File: src/rtl/pixel_readout_pkg.sv
// Shared types and default geometry for the pixel readout block.
// The FSM state enum lives here so the bench and any future siblings agree on encodings.
package pixel_readout_pkg;

  localparam int DEF_PIXEL_COUNT = 4;
  localparam int DEF_DATA_WIDTH  = 8;

  typedef enum logic [2:0] {
    WAIT_ERASE = 3'd0,
    ERASED     = 3'd1,
    EXPOSING   = 3'd2,
    CONVERTING = 3'd3,
    CAPTURE    = 3'd4,
    DRAIN      = 3'd5
  } state_t;

endpackage

File: src/rtl/pixel_readout_if.sv
// Pixel stream handshake: valid/ready with a last marker on the final pixel of a frame.
interface pixel_readout_if #(
  parameter int DATA_WIDTH = 8
) ();

  logic                  out_valid;
  logic                  out_ready;
  logic [DATA_WIDTH-1:0] out_data;
  logic                  out_last;

  modport master (
    output out_valid,
    output out_data,
    output out_last,
    input  out_ready
  );

  modport slave (
    input  out_valid,
    input  out_data,
    input  out_last,
    output out_ready
  );

endinterface

File: src/rtl/pixel_buffer.sv
// Frame sample store: one synchronous write port, one combinational read port.
// Contents are deliberately not reset; the captured mask decides what is valid.
module pixel_buffer #(
  parameter int PIXEL_COUNT = 4,
  parameter int DATA_WIDTH  = 8,
  localparam int IDXW       = $clog2(PIXEL_COUNT)
) (
  input  logic                  clk,
  input  logic                  i_wr_en,
  input  logic [IDXW-1:0]       i_wr_idx,
  input  logic [DATA_WIDTH-1:0] i_wr_data,
  input  logic [IDXW-1:0]       i_rd_idx,
  output logic [DATA_WIDTH-1:0] o_rd_data
);

  logic [DATA_WIDTH-1:0] r_mem [PIXEL_COUNT];

  always_ff @(posedge clk) begin
    if (i_wr_en) begin
      r_mem[i_wr_idx] <= i_wr_data;
    end
  end

  assign o_rd_data = r_mem[i_rd_idx];

endmodule

File: src/rtl/pixel_readout.sv
// Sensor phase sequencer: tracks erase/expose/convert/read, captures one frame of
// ADC samples and streams them out in index order with valid/ready backpressure.
module pixel_readout
  import pixel_readout_pkg::*;
#(
  parameter int PIXEL_COUNT = DEF_PIXEL_COUNT,
  parameter int DATA_WIDTH  = DEF_DATA_WIDTH,
  localparam int IDXW       = $clog2(PIXEL_COUNT)
) (
  input  logic                  clk,
  input  logic                  reset,
  input  logic                  erase,
  input  logic                  expose,
  input  logic                  convert,
  input  logic                  read,
  input  logic [IDXW-1:0]       pixel_select,
  input  logic [DATA_WIDTH-1:0] pixel_data,
  pixel_readout_if.master       stream,
  output logic                  busy,
  output logic                  seq_error,
  output logic [15:0]           frame_count
);

  state_t                  r_state;
  state_t                  w_state_nxt;
  logic                    r_erase_q;
  logic [PIXEL_COUNT-1:0]  r_captured;
  logic [IDXW-1:0]         r_idx;
  logic                    r_drain_err;
  logic [15:0]             r_frame_count;

  logic [3:0]              w_strobes;
  logic                    w_multi;
  logic                    w_sel_ok;
  logic                    w_cap;
  logic                    w_wr_en;
  logic                    w_seq_error;
  logic                    w_valid;
  logic                    w_last;
  logic                    w_xfer;
  logic [DATA_WIDTH-1:0]   w_rd_data;

  assign w_strobes = {erase, expose, convert, read};
  assign w_multi   = ($countones(w_strobes) > 1);
  assign w_sel_ok  = (32'(pixel_select) < PIXEL_COUNT);
  assign w_valid   = (r_state == DRAIN);
  assign w_last    = w_valid && (r_idx == IDXW'(PIXEL_COUNT - 1));
  assign w_xfer    = w_valid && stream.out_ready;

  always_comb begin
    w_state_nxt = r_state;
    w_seq_error = 1'b0;
    w_cap       = 1'b0;
    w_wr_en     = 1'b0;
    case (r_state)
      WAIT_ERASE: begin
        if (erase && !r_erase_q) w_state_nxt = ERASED;
      end
      // Holding the current phase strobe is fine; anything out of order aborts the frame.
      ERASED: begin
        if (w_multi || convert || read) begin
          w_seq_error = 1'b1;
          w_state_nxt = WAIT_ERASE;
        end else if (expose) begin
          w_state_nxt = EXPOSING;
        end
      end
      EXPOSING: begin
        if (w_multi || erase || read) begin
          w_seq_error = 1'b1;
          w_state_nxt = WAIT_ERASE;
        end else if (convert) begin
          w_state_nxt = CONVERTING;
        end
      end
      CONVERTING: begin
        if (w_multi || erase || expose) begin
          w_seq_error = 1'b1;
          w_state_nxt = WAIT_ERASE;
        end else if (read) begin
          w_cap       = 1'b1;
          w_state_nxt = CAPTURE;
        end
      end
      CAPTURE: begin
        if (read) begin
          w_cap = 1'b1;
        end else if (&r_captured) begin
          w_state_nxt = DRAIN;
        end else begin
          w_seq_error = 1'b1;
          w_state_nxt = WAIT_ERASE;
        end
      end
      DRAIN: begin
        if ((|w_strobes) && !r_drain_err) w_seq_error = 1'b1;
        if (w_xfer && w_last) w_state_nxt = WAIT_ERASE;
      end
      default: w_state_nxt = WAIT_ERASE;
    endcase
    if (w_cap) begin
      if (w_sel_ok) w_wr_en = 1'b1;
      else          w_seq_error = 1'b1;
    end
  end

  always_ff @(posedge clk or posedge reset) begin
    if (reset) begin
      r_state       <= WAIT_ERASE;
      r_erase_q     <= 1'b0;
      r_captured    <= '0;
      r_idx         <= '0;
      r_drain_err   <= 1'b0;
      r_frame_count <= '0;
    end else begin
      r_state   <= w_state_nxt;
      r_erase_q <= erase;
      if (r_state == WAIT_ERASE && w_state_nxt == ERASED) begin
        r_captured <= '0;
      end else if (w_wr_en) begin
        r_captured[pixel_select] <= 1'b1;
      end
      if (w_xfer) begin
        r_idx <= w_last ? '0 : r_idx + 1'b1;
      end
      // Only the first stray strobe of a drain is reported.
      if (r_state == CAPTURE && w_state_nxt == DRAIN) begin
        r_drain_err <= 1'b0;
      end else if (w_valid && (|w_strobes)) begin
        r_drain_err <= 1'b1;
      end
      if (w_xfer && w_last) begin
        r_frame_count <= r_frame_count + 16'd1;
      end
    end
  end

  pixel_buffer #(
    .PIXEL_COUNT (PIXEL_COUNT),
    .DATA_WIDTH  (DATA_WIDTH)
  ) u_buffer (
    .clk       (clk),
    .i_wr_en   (w_wr_en),
    .i_wr_idx  (pixel_select),
    .i_wr_data (pixel_data),
    .i_rd_idx  (r_idx),
    .o_rd_data (w_rd_data)
  );

  assign stream.out_valid = w_valid;
  assign stream.out_data  = w_valid ? w_rd_data : '0;
  assign stream.out_last  = w_last;
  assign busy             = (r_state != WAIT_ERASE);
  assign seq_error        = w_seq_error;
  assign frame_count      = r_frame_count;

endmodule

File: src/flat_wrapper.sv
// flat-port wrapper written by rule: the top's interface ports become plain ports
module pixel_readout_flat import pixel_readout_pkg::*;
#(
  parameter int PIXEL_COUNT = DEF_PIXEL_COUNT,
  parameter int DATA_WIDTH  = DEF_DATA_WIDTH,
  localparam int IDXW       = $clog2(PIXEL_COUNT)
)
  (clk, reset, erase, expose, convert, read, pixel_select, pixel_data, busy, seq_error, frame_count, stream_out_valid, stream_out_data, stream_out_last, stream_out_ready);
  pixel_readout_if #(.DATA_WIDTH(DATA_WIDTH)) stream_i ();
  input  logic clk;
  input  logic reset;
  input  logic erase;
  input  logic expose;
  input  logic convert;
  input  logic read;
  input  logic [IDXW-1:0] pixel_select;
  input  logic [DATA_WIDTH-1:0] pixel_data;
  output logic busy;
  output logic seq_error;
  output logic [15:0] frame_count;
  output wire logic [$bits(stream_i.out_valid)-1:0] stream_out_valid;
  output wire logic [$bits(stream_i.out_data)-1:0] stream_out_data;
  output wire logic [$bits(stream_i.out_last)-1:0] stream_out_last;
  input wire logic [$bits(stream_i.out_ready)-1:0] stream_out_ready;
  assign stream_out_valid = stream_i.out_valid;
  assign stream_out_data = stream_i.out_data;
  assign stream_out_last = stream_i.out_last;
  assign stream_i.out_ready = stream_out_ready;
  pixel_readout #(.PIXEL_COUNT(PIXEL_COUNT), .DATA_WIDTH(DATA_WIDTH)) u_core (.clk(clk), .reset(reset), .erase(erase), .expose(expose), .convert(convert), .read(read), .pixel_select(pixel_select), .pixel_data(pixel_data), .stream(stream_i), .busy(busy), .seq_error(seq_error), .frame_count(frame_count));
endmodule
File: config.mk
export PLATFORM = sky130hd
export DESIGN_NAME = pixel_readout_flat
export DESIGN_NICKNAME = d
export VERILOG_FILES = /design/src/rtl/pixel_readout_pkg.sv /design/src/rtl/pixel_readout_if.sv /design/src/rtl/pixel_buffer.sv /design/src/rtl/pixel_readout.sv /design/src/flat_wrapper.sv
export SDC_FILE = /design/constraint.sdc
export NUM_CORES = 1
export LEC_CHECK = 0
export ABC_AREA = 1
export CELL_PAD_IN_SITES_DETAIL_PLACEMENT = 0
export CELL_PAD_IN_SITES_GLOBAL_PLACEMENT = 2
export CORE_ASPECT_RATIO = 1.1
export CORE_UTILIZATION = 37
export CTS_BUF_LIST = sky130_fd_sc_hd__clkbuf_8
export CTS_CLUSTER_SIZE = 14
export DETAILED_ROUTE_END_ITERATION = 8
export GPL_TIMING_DRIVEN = 0
export PLACE_DENSITY_LB_ADDON = 0.1
export SYNTH_ARGS = -nofsm -noshare
export SYNTH_HDL_FRONTEND = slang
export SYNTH_SLANG_ARGS = --single-unit
File: constraint.sdc
create_clock -name clk -period 5.2 [get_ports clk]
set_input_delay 1.04 -clock clk [delete_from_list [all_inputs] [get_ports clk]]
set_output_delay 1.04 -clock clk [all_outputs]
set_load 0.01 [all_outputs]
==> results of run 1 <==
-- layout make-up --
| class | count | area, um2 | share of cell area |
|---|---|---|---|
| Inverter | 35 | 131 | 0.0349 |
| Multi-Input combinational cell | 232 | 1150 | 0.306 |
| Clock inverter | 5 | 76.3 | 0.0203 |
| Timing Repair Buffer | 44 | 440 | 0.117 |
| Sequential cell | 59 | 1640 | 0.435 |
| Clock buffer | 11 | 151 | 0.0402 |
| Tap cell | 105 | 131 | 0.0349 |
| Buffer | 7 | 43.8 | 0.0116 |
-- how the worst max path moves through the flow --
stage | startpoint | endpoint | slack [ns] | cells past startpoint
3_3_place_gp | read | seq_error | 0.31 | 13
4_1_cts | read | seq_error | 0.36 | 13
6_report | read | seq_error | 0.37 | 13
2_1_floorplan | read | seq_error | 1.60 | 11
5_1_grt | read | seq_error | 0.14 | 13
3_5_place_dp | read | seq_error | 0.38 | 13
-- synthesized netlist by cell type --
| cell type | n |
|---|---|
| a21oi_1 | 13 |
| buf_2 | 5 |
| buf_4 | 1 |
| buf_6 | 1 |
| clkinv_1 | 1 |
| dfrtp_1 | 27 |
| edfxtp_1 | 32 |
| fa_1 | 1 |
| ha_1 | 6 |
| inv_1 | 33 |
| inv_2 | 1 |
| nand2_1 | 65 |
| nand2_2 | 5 |
| nand2_4 | 1 |
| nand3_1 | 10 |
| nand3_2 | 1 |
| nand4_1 | 12 |
| nor2_1 | 68 |
| nor2_2 | 1 |
| nor3_1 | 2 |
| nor3_2 | 1 |
| nor3_4 | 1 |
| o211ai_1 | 4 |
| o21ai_0 | 30 |
| o21bai_1 | 1 |
| o31ai_1 | 1 |
| xnor2_1 | 2 |
| xor2_1 | 7 |
-- registers in the layout (all words and copies together), names as in the netlist --
| name | count |
|---|---|
| u_core.r_captured | 4 |
| u_core.r_idx | 2 |
| u_core.r_state | 3 |
| u_core.r_erase_q | 1 |
| u_core.frame_count | 16 |
| u_core.u_buffer.r_mem | 32 |
| u_core.r_drain_err | 1 |
-- metrics by stage --
step / worst slack, ns / std cells / util
after detailed placement: 0.378 / 482 / 0.466
after global routing: 0.137 / 498 / 0.496
after floorplan: 1.60 / 333 / -
after global placement: 0.310 / 482 / 0.466
after CTS: 0.356 / 498 / 0.496
final: 0.371 / 498 / 0.496
-- cells by family (layout without fill, tap and decap cells) --
kind of cell | after synthesis | in the layout
and+or+nand+nor | 167 | 167
DFF | 59 | 59
AOI/OAI and AO/OA | 49 | 49
buffers and inverters | 42 | 102
xor gates and xnor gates | 9 | 9
adders and majority gates | 7 | 7
-- cells in the final DEF (no fill, tap or decap) --
master / count
nand2_1: 65
bufinv_16: 2
buf_6: 1
edfxtp_1: 32
nor3_1: 2
o21ai_0: 30
ha_1: 6
o31ai_1: 1
xnor2_1: 2
o21bai_1: 1
clkinv_2: 1
buf_4: 1
inv_1: 34
nand2_4: 1
nor2_2: 1
inv_2: 1
fa_1: 1
clkbuf_8: 11
nand2_2: 5
nor3_4: 1
clkinv_1: 1
nor2_1: 68
buf_2: 5
nand3_1: 10
nand4_1: 12
o211ai_1: 4
a21oi_1: 13
nand3_2: 1
xor2_1: 7
dfrtp_1: 27
clkdlybuf4s50_1: 44
nor3_2: 1
clkinvlp_4: 1
-- layer usage --
metal,part of all wire,up-vias
met2,0.50,40
met5,0,-
met3,0.032,6
met4,0.011,0
met1,0.46,1106
li1,-,1212
-- worst min-delay path, stage by stage, from the launching register on --
cell,delay (ns)
dfrtp_1,0.34
o21ai_0,0.08
inv_1,0.05
-- power by group through the flow --
| stage | clock, mW | combinational [mW] | sequential [mW] |
|---|---|---|---|
| floorplan | 0 | 0.109 | 0.541 |
| global placement | 0 | 0.188 | 0.541 |
| detailed placement | 0 | 0.191 | 0.541 |
| CTS | 0.481 | 0.192 | 0.532 |
| global route | 0.503 | 0.213 | 0.534 |
| finish | 0.472 | 0.189 | 0.531 |
==> results.md, run 1 <==
* Starting Density at 0.390
* Worst Min Path Start: u_core.r_drain_err
* Synth Area in Compound Gates at 0.0878
* Buffers added on ports at 44
* Slew @ Worst Pin at 1.09 ns
* Hold Crit Class: reg2reg
* Vias/cell at between 4 and 5
* Final Slew Violations at 0
* Final WL at 6810 um
* HPWL Detailed at between 4000 and 5000 um
* Worst hold margin at about 0.5 ns
* Hold path cells at 2
* Crit start category: input port
* DR DRC count at 0
* Met3 Use GR at 0.0497
* Cell area after synthesis at between 2000 and 3000 um2
* Yosys cell types at 28
* Int Pwr at just under 0.9 mW
* Total Routing Usage GR at 0.184
* Comb power frac at 0.159
* DRT Pass-1 Iters at 4
* Synth top area cells: edfxtp_1, dfrtp_1, nor2_1
* Layout cells sized above 1 at 0.0840
* Global routing's busiest layer: met2
* Crit path max-delay family: buffers and inverters
* Final min period at 4.83 ns
* WL/cell at approximately 14 um
* Power share of the sequential group at 0.446
* Power Total at between 1 and 1.5 mW
* M2 GR Usage at 0.324
* Met1 usage at 0.217
* Switch share at 0.260
* Initial antenna violation count at 0
* NumNets Final at 412
* RR Endpoint: u_core.u_buffer.r_mem[3][3]
* Grt total ovfl at 0
* Ys Warns at 0
* First-pass GRT wire length at 11200 um
* Ports at 45
* Clock Skews at between 0.007 and 0.008 ns
* Leak at ~1.6 nW
* Design Area, Final at about 3800 um2
* Simple-Gate Fraction of Synth Area at 0.243
* Die H at ~96 um
* Fill count at 745
* Die width at just under 90 um
* Core ar. at about 7600 um2
* CTS tree: yes
* CTS Root Cell: clkbuf_8
* Detailed Route Iter0 Violations at 79
* Layout area overhead at 27.0%
* RSZ-0062 raised after global routing: no
* Hold Buf Count CTS at 0
* Setup CP Type: in2out
* Site row count at 33
* Max IR drop VDD at around 0.25 mV
* Clock power share at 0.396
* Die area at 8380 um2
* Clock Latency Late Sink at ~0.33 ns
* Sink Count at between 50 and 60
* Leading area contributor after synthesis: edfxtp_1
* F_max at a little over 200 MHz
* Gates resized, CTS repair at 0
* Min-Delay Endpoint: u_core.r_drain_err
* N_diodes at 0
* Routed Antenna Nets at 0
* XOR/XNOR share of the synthesized area at 0.0266
* Setup total negative slack at 0 ns
* Setup-failing EPs final at 0
* Max incr delay on CP at about 0.56 ns
* Critical path fanouts, max at 7
* Critical path required time at roughly 4.2 ns
* Setup bufs post-CTS at 0
* Syn nets at roughly 360
* Total CTS buffers at 9
* Mean area per synthesized cell at between 8 and 9 um2
* GPL Wtd Cong at about 0.78
* CP Capture Type: primary output
* Vias in the first global route at between 2k and 2.5k
* Run status: complete, no violations
* Clk slew on worst S/H paths at roughly 0.070 ns
* Worst R2R Setup Slack at roughly 3.0 ns
* CTS Buffer Depth at 2
* Post-synth top area share at 0.324
* Max Cap Viol at 0
* Mapped Cells at roughly 330
* Reg2reg path depth at 6
* Max-Slew Margin vs Limit at 0.271
* Post-synthesis sequential element count at 59
* Buf+Inv Stages, Crit Path at 5
* Mux share of post-synthesis cell area at 0
* Vias at 2364
* Post-synthesis sequential area ratio at 0.552
* Largest family of logic cells by synthesized area: simple AND/OR/NAND/NOR gates
* Critical R2R Launch: u_core.r_state[0]
* Arrival time of the worst setup path at 3.79 ns
* Pin count of the biggest net entering global routing at 28
* Final Hold Fails at 0
* Period utilisation layout at 0.929
* Slowest CP cell: clkdlybuf4s50_1
* Placed cell area at ~3500 um2
* P_sw at roughly 0.31 mW
* Power Dens Cells at approximately 320 nW/um2
* Worst path cell trace: clkdlybuf4s50_1 > inv_1 > ha_1 > nand2_1 > inv_1 > fa_1 > nor2_1 > nand2_1 > o21ai_0 > nand2_1 > inv_1 > nand4_1 > clkdlybuf4s50_1
* H-tree depth at 3
* Synth Area in Adders at 0.0321
Power figures use the tool's default switching activity.
==> run 2: changes to the inputs <==
--- a/config.mk
+++ b/config.mk
@@ -6,9 +6,10 @@
 export NUM_CORES = 1
 export LEC_CHECK = 0
 export ABC_AREA = 1
+export ABC_CLOCK_PERIOD_IN_PS = 5200
 export CELL_PAD_IN_SITES_DETAIL_PLACEMENT = 0
 export CELL_PAD_IN_SITES_GLOBAL_PLACEMENT = 2
-export CORE_ASPECT_RATIO = 1.1
+export CORE_ASPECT_RATIO = 1.5
 export CORE_UTILIZATION = 37
 export CTS_BUF_LIST = sky130_fd_sc_hd__clkbuf_8
 export CTS_CLUSTER_SIZE = 14
==> run 2 against run 1 <==
Combinational power hardly changed; wire length is 1.4% higher; core utilization decreased by 1.0 points; die area is essentially flat; clock skew fell by 0.0029 ns; critical path depth is the same; total power decreased by 2.6%; critical path type unchanged; critical endpoint unchanged; largest cell class unchanged; largest power group unchanged.
==> results.md, run 2 (same netlist as run 1, synthesis figures left out) <==
* Run status: complete, no violations
* Site row count at 39
* Most frequent cells in the layout: nor2_1, nand2_1, clkdlybuf4s50_1
* Vias in the first global route at approximately 2.3k
* WL/cell at 13.9 um
* Period utilisation layout at 0.932
* Vias at between 2k and 2.5k
* Fill count at about 800
* Gates resized, CTS repair at 0
* Power Dens Cells at roughly 310 nW/um2
* Setup bufs post-CTS at 0
* Die H at 112 um
* Layout area overhead at 26.2%
* Critical path fanouts, max at 7
* Placed cell area at ~3500 um2
* Leak at roughly 1.5 nW
* DR DRC count at 0
* H-tree depth at 3
* GPL Wtd Cong at around 0.75
* Sink Count at 59
* Clk slew on worst S/H paths at approximately 0.06 ns
* Total CTS buffers at 9
* RSZ-0062 raised after global routing: no
* Arrival time of the worst setup path at approximately 3.8 ns
* Final Hold Fails at 0
* Max-Slew Margin vs Limit at 0.260
* Detailed Route Iter0 Violations at 74
* Hold Buf Count CTS at 0
* Total Routing Usage GR at 0.180
* Layout cells sized above 1 at 0.0789
* Slew @ Worst Pin at approximately 1.1 ns
* Hold Crit Class: reg2reg
* Critical R2R Launch: u_core.r_state[0]
* Max Cap Viol at 0
* Leading cell type in the layout, fill and taps excluded: nor2_1
* Power share of the sequential group at 0.458
* Crit start category: input port
* Setup CP Type: in2out
* Core ar. at slightly below 8000 um2
* Power Total at roughly 1.2 mW
* Routed Antenna Nets at 0
* N_diodes at 0
* DRT Pass-1 Iters at 4
* Final WL at slightly below 7000 um
* F_max at 206 MHz
* Met3 Wirelength at 286 um
* Comb power frac at 0.161
* CP Capture Type: primary output
* Die area at between 8000 and 9000 um2
* CTS tree: yes
* Largest Register: u_core.u_buffer.r_mem
* Die width at 75.1 um
* Clock Latency Late Sink at about 0.33 ns
* Non-Filler Instances at 495
* HPWL Detailed at about 4900 um
* Max IR drop VDD at between 0.1 and 0.15 mV
* Setup total negative slack at 0 ns
* Final WS setup at 0.356 ns
* Starting Density at 0.385
* Max reg flops at 32
* Buffers added on ports at 44
* Worst Min Path Start: u_core.r_drain_err
* CTS Root Cell: clkbuf_8
* Int Pwr at ~0.85 mW
* Pin count of the biggest net entering global routing at 28
* Clock power share at 0.381
* Initial antenna violation count at 0
* Highest metal used: met4
* Clock Skews at just under 0.005 ns
* P_sw at about 0.31 mW
* First-pass GRT wire length at ~11000 um
* Critical Path Start: read
* Place WS at around 0.38 ns
* Grt total ovfl at 0
* Final Slew Violations at 0
* Switch share at 0.266
* Setup-failing EPs final at 0
* Placed Instances at ~480
* Critical path required time at 4.16 ns
* Ports at 45
* M1 wire length at 3000 um
* Final min period at between 4 and 5 ns
* NumNets Final at 412
* Met2 WL at ~3600 um
* Design Area, Final at 3740 um2
* Vias/cell at around 4.7
* CTS Buffer Depth at 2
[run 2: cell count changes in the layout (fill, tap and decap cells not counted)]
| cell | before | now |
|---|---|---|
| clkbuf_8 | 11 | 9 |
| clkinv_1 | 1 | 3 |
[run 2: routing by layer]
metal  vias up  track usage
met4         0       0.0893
met1      1071        0.214
met2        45        0.303
met5         -            0
met3         4       0.0317
li1       1208            -
[run 2: stage by stage]
stage                     hold slack [ns]  utilization
after global routing                0.551        0.485
after global placement              0.487        0.458
after CTS                           0.506        0.485
after floorplan                     0.467            -
after detailed placement            0.489        0.458
final                               0.500        0.485
[run 2: power groups by stage]
| stage | Combinational (mW) | Clock, mW | Sequential, mW |
|---|---|---|---|
| 4_1_cts | 0.190 | 0.457 | 0.532 |
| 3_3_place_gp | 0.188 | 0 | 0.541 |
| 6_report | 0.187 | 0.443 | 0.532 |
| 3_5_place_dp | 0.189 | 0 | 0.542 |
| 2_1_floorplan | 0.109 | 0 | 0.541 |
| 5_1_grt | 0.213 | 0.476 | 0.534 |
[run 2: path summary, 6_finish.rpt]
path | slack (ns) | end | depth (start not counted)
worst min-delay path | 0.50 | u_core.r_drain_err | 2
worst max-delay path | 0.36 | seq_error | 13
worst min register to register | 0.50 | u_core.r_drain_err | 2
worst max register to register | 2.96 | u_core.u_buffer.r_mem[0][2] | 7
min in group asynchronous | 1.28 | u_core.r_captured[0] | 2
max in group asynchronous | 3.24 | u_core.r_idx[1] | 2
[run 2: final cells by class]
| type | instances | area [um2] | share of cell area |
|---|---|---|---|
| Sequential cell | 59 | 1640 | 0.437 |
| Multi-Input combinational cell | 232 | 1150 | 0.308 |
| Timing Repair Buffer | 44 | 440 | 0.118 |
| Inverter | 35 | 131 | 0.0351 |
| Tap cell | 102 | 128 | 0.0341 |
| Clock buffer | 9 | 124 | 0.0331 |
| Clock inverter | 7 | 83.8 | 0.0224 |
| Buffer | 7 | 43.8 | 0.0117 |
[run 2: worst max-delay path, stage by stage]
cell and delay (ns):
clkdlybuf4s50_1 0.57, inv_1 0.17, ha_1 0.30, nand2_1 0.06, inv_1 0.04, fa_1 0.42, nor2_1 0.20, nand2_1 0.14
o21ai_0 0.17, nand2_1 0.08, inv_1 0.05, nand4_1 0.07, clkdlybuf4s50_1 0.49
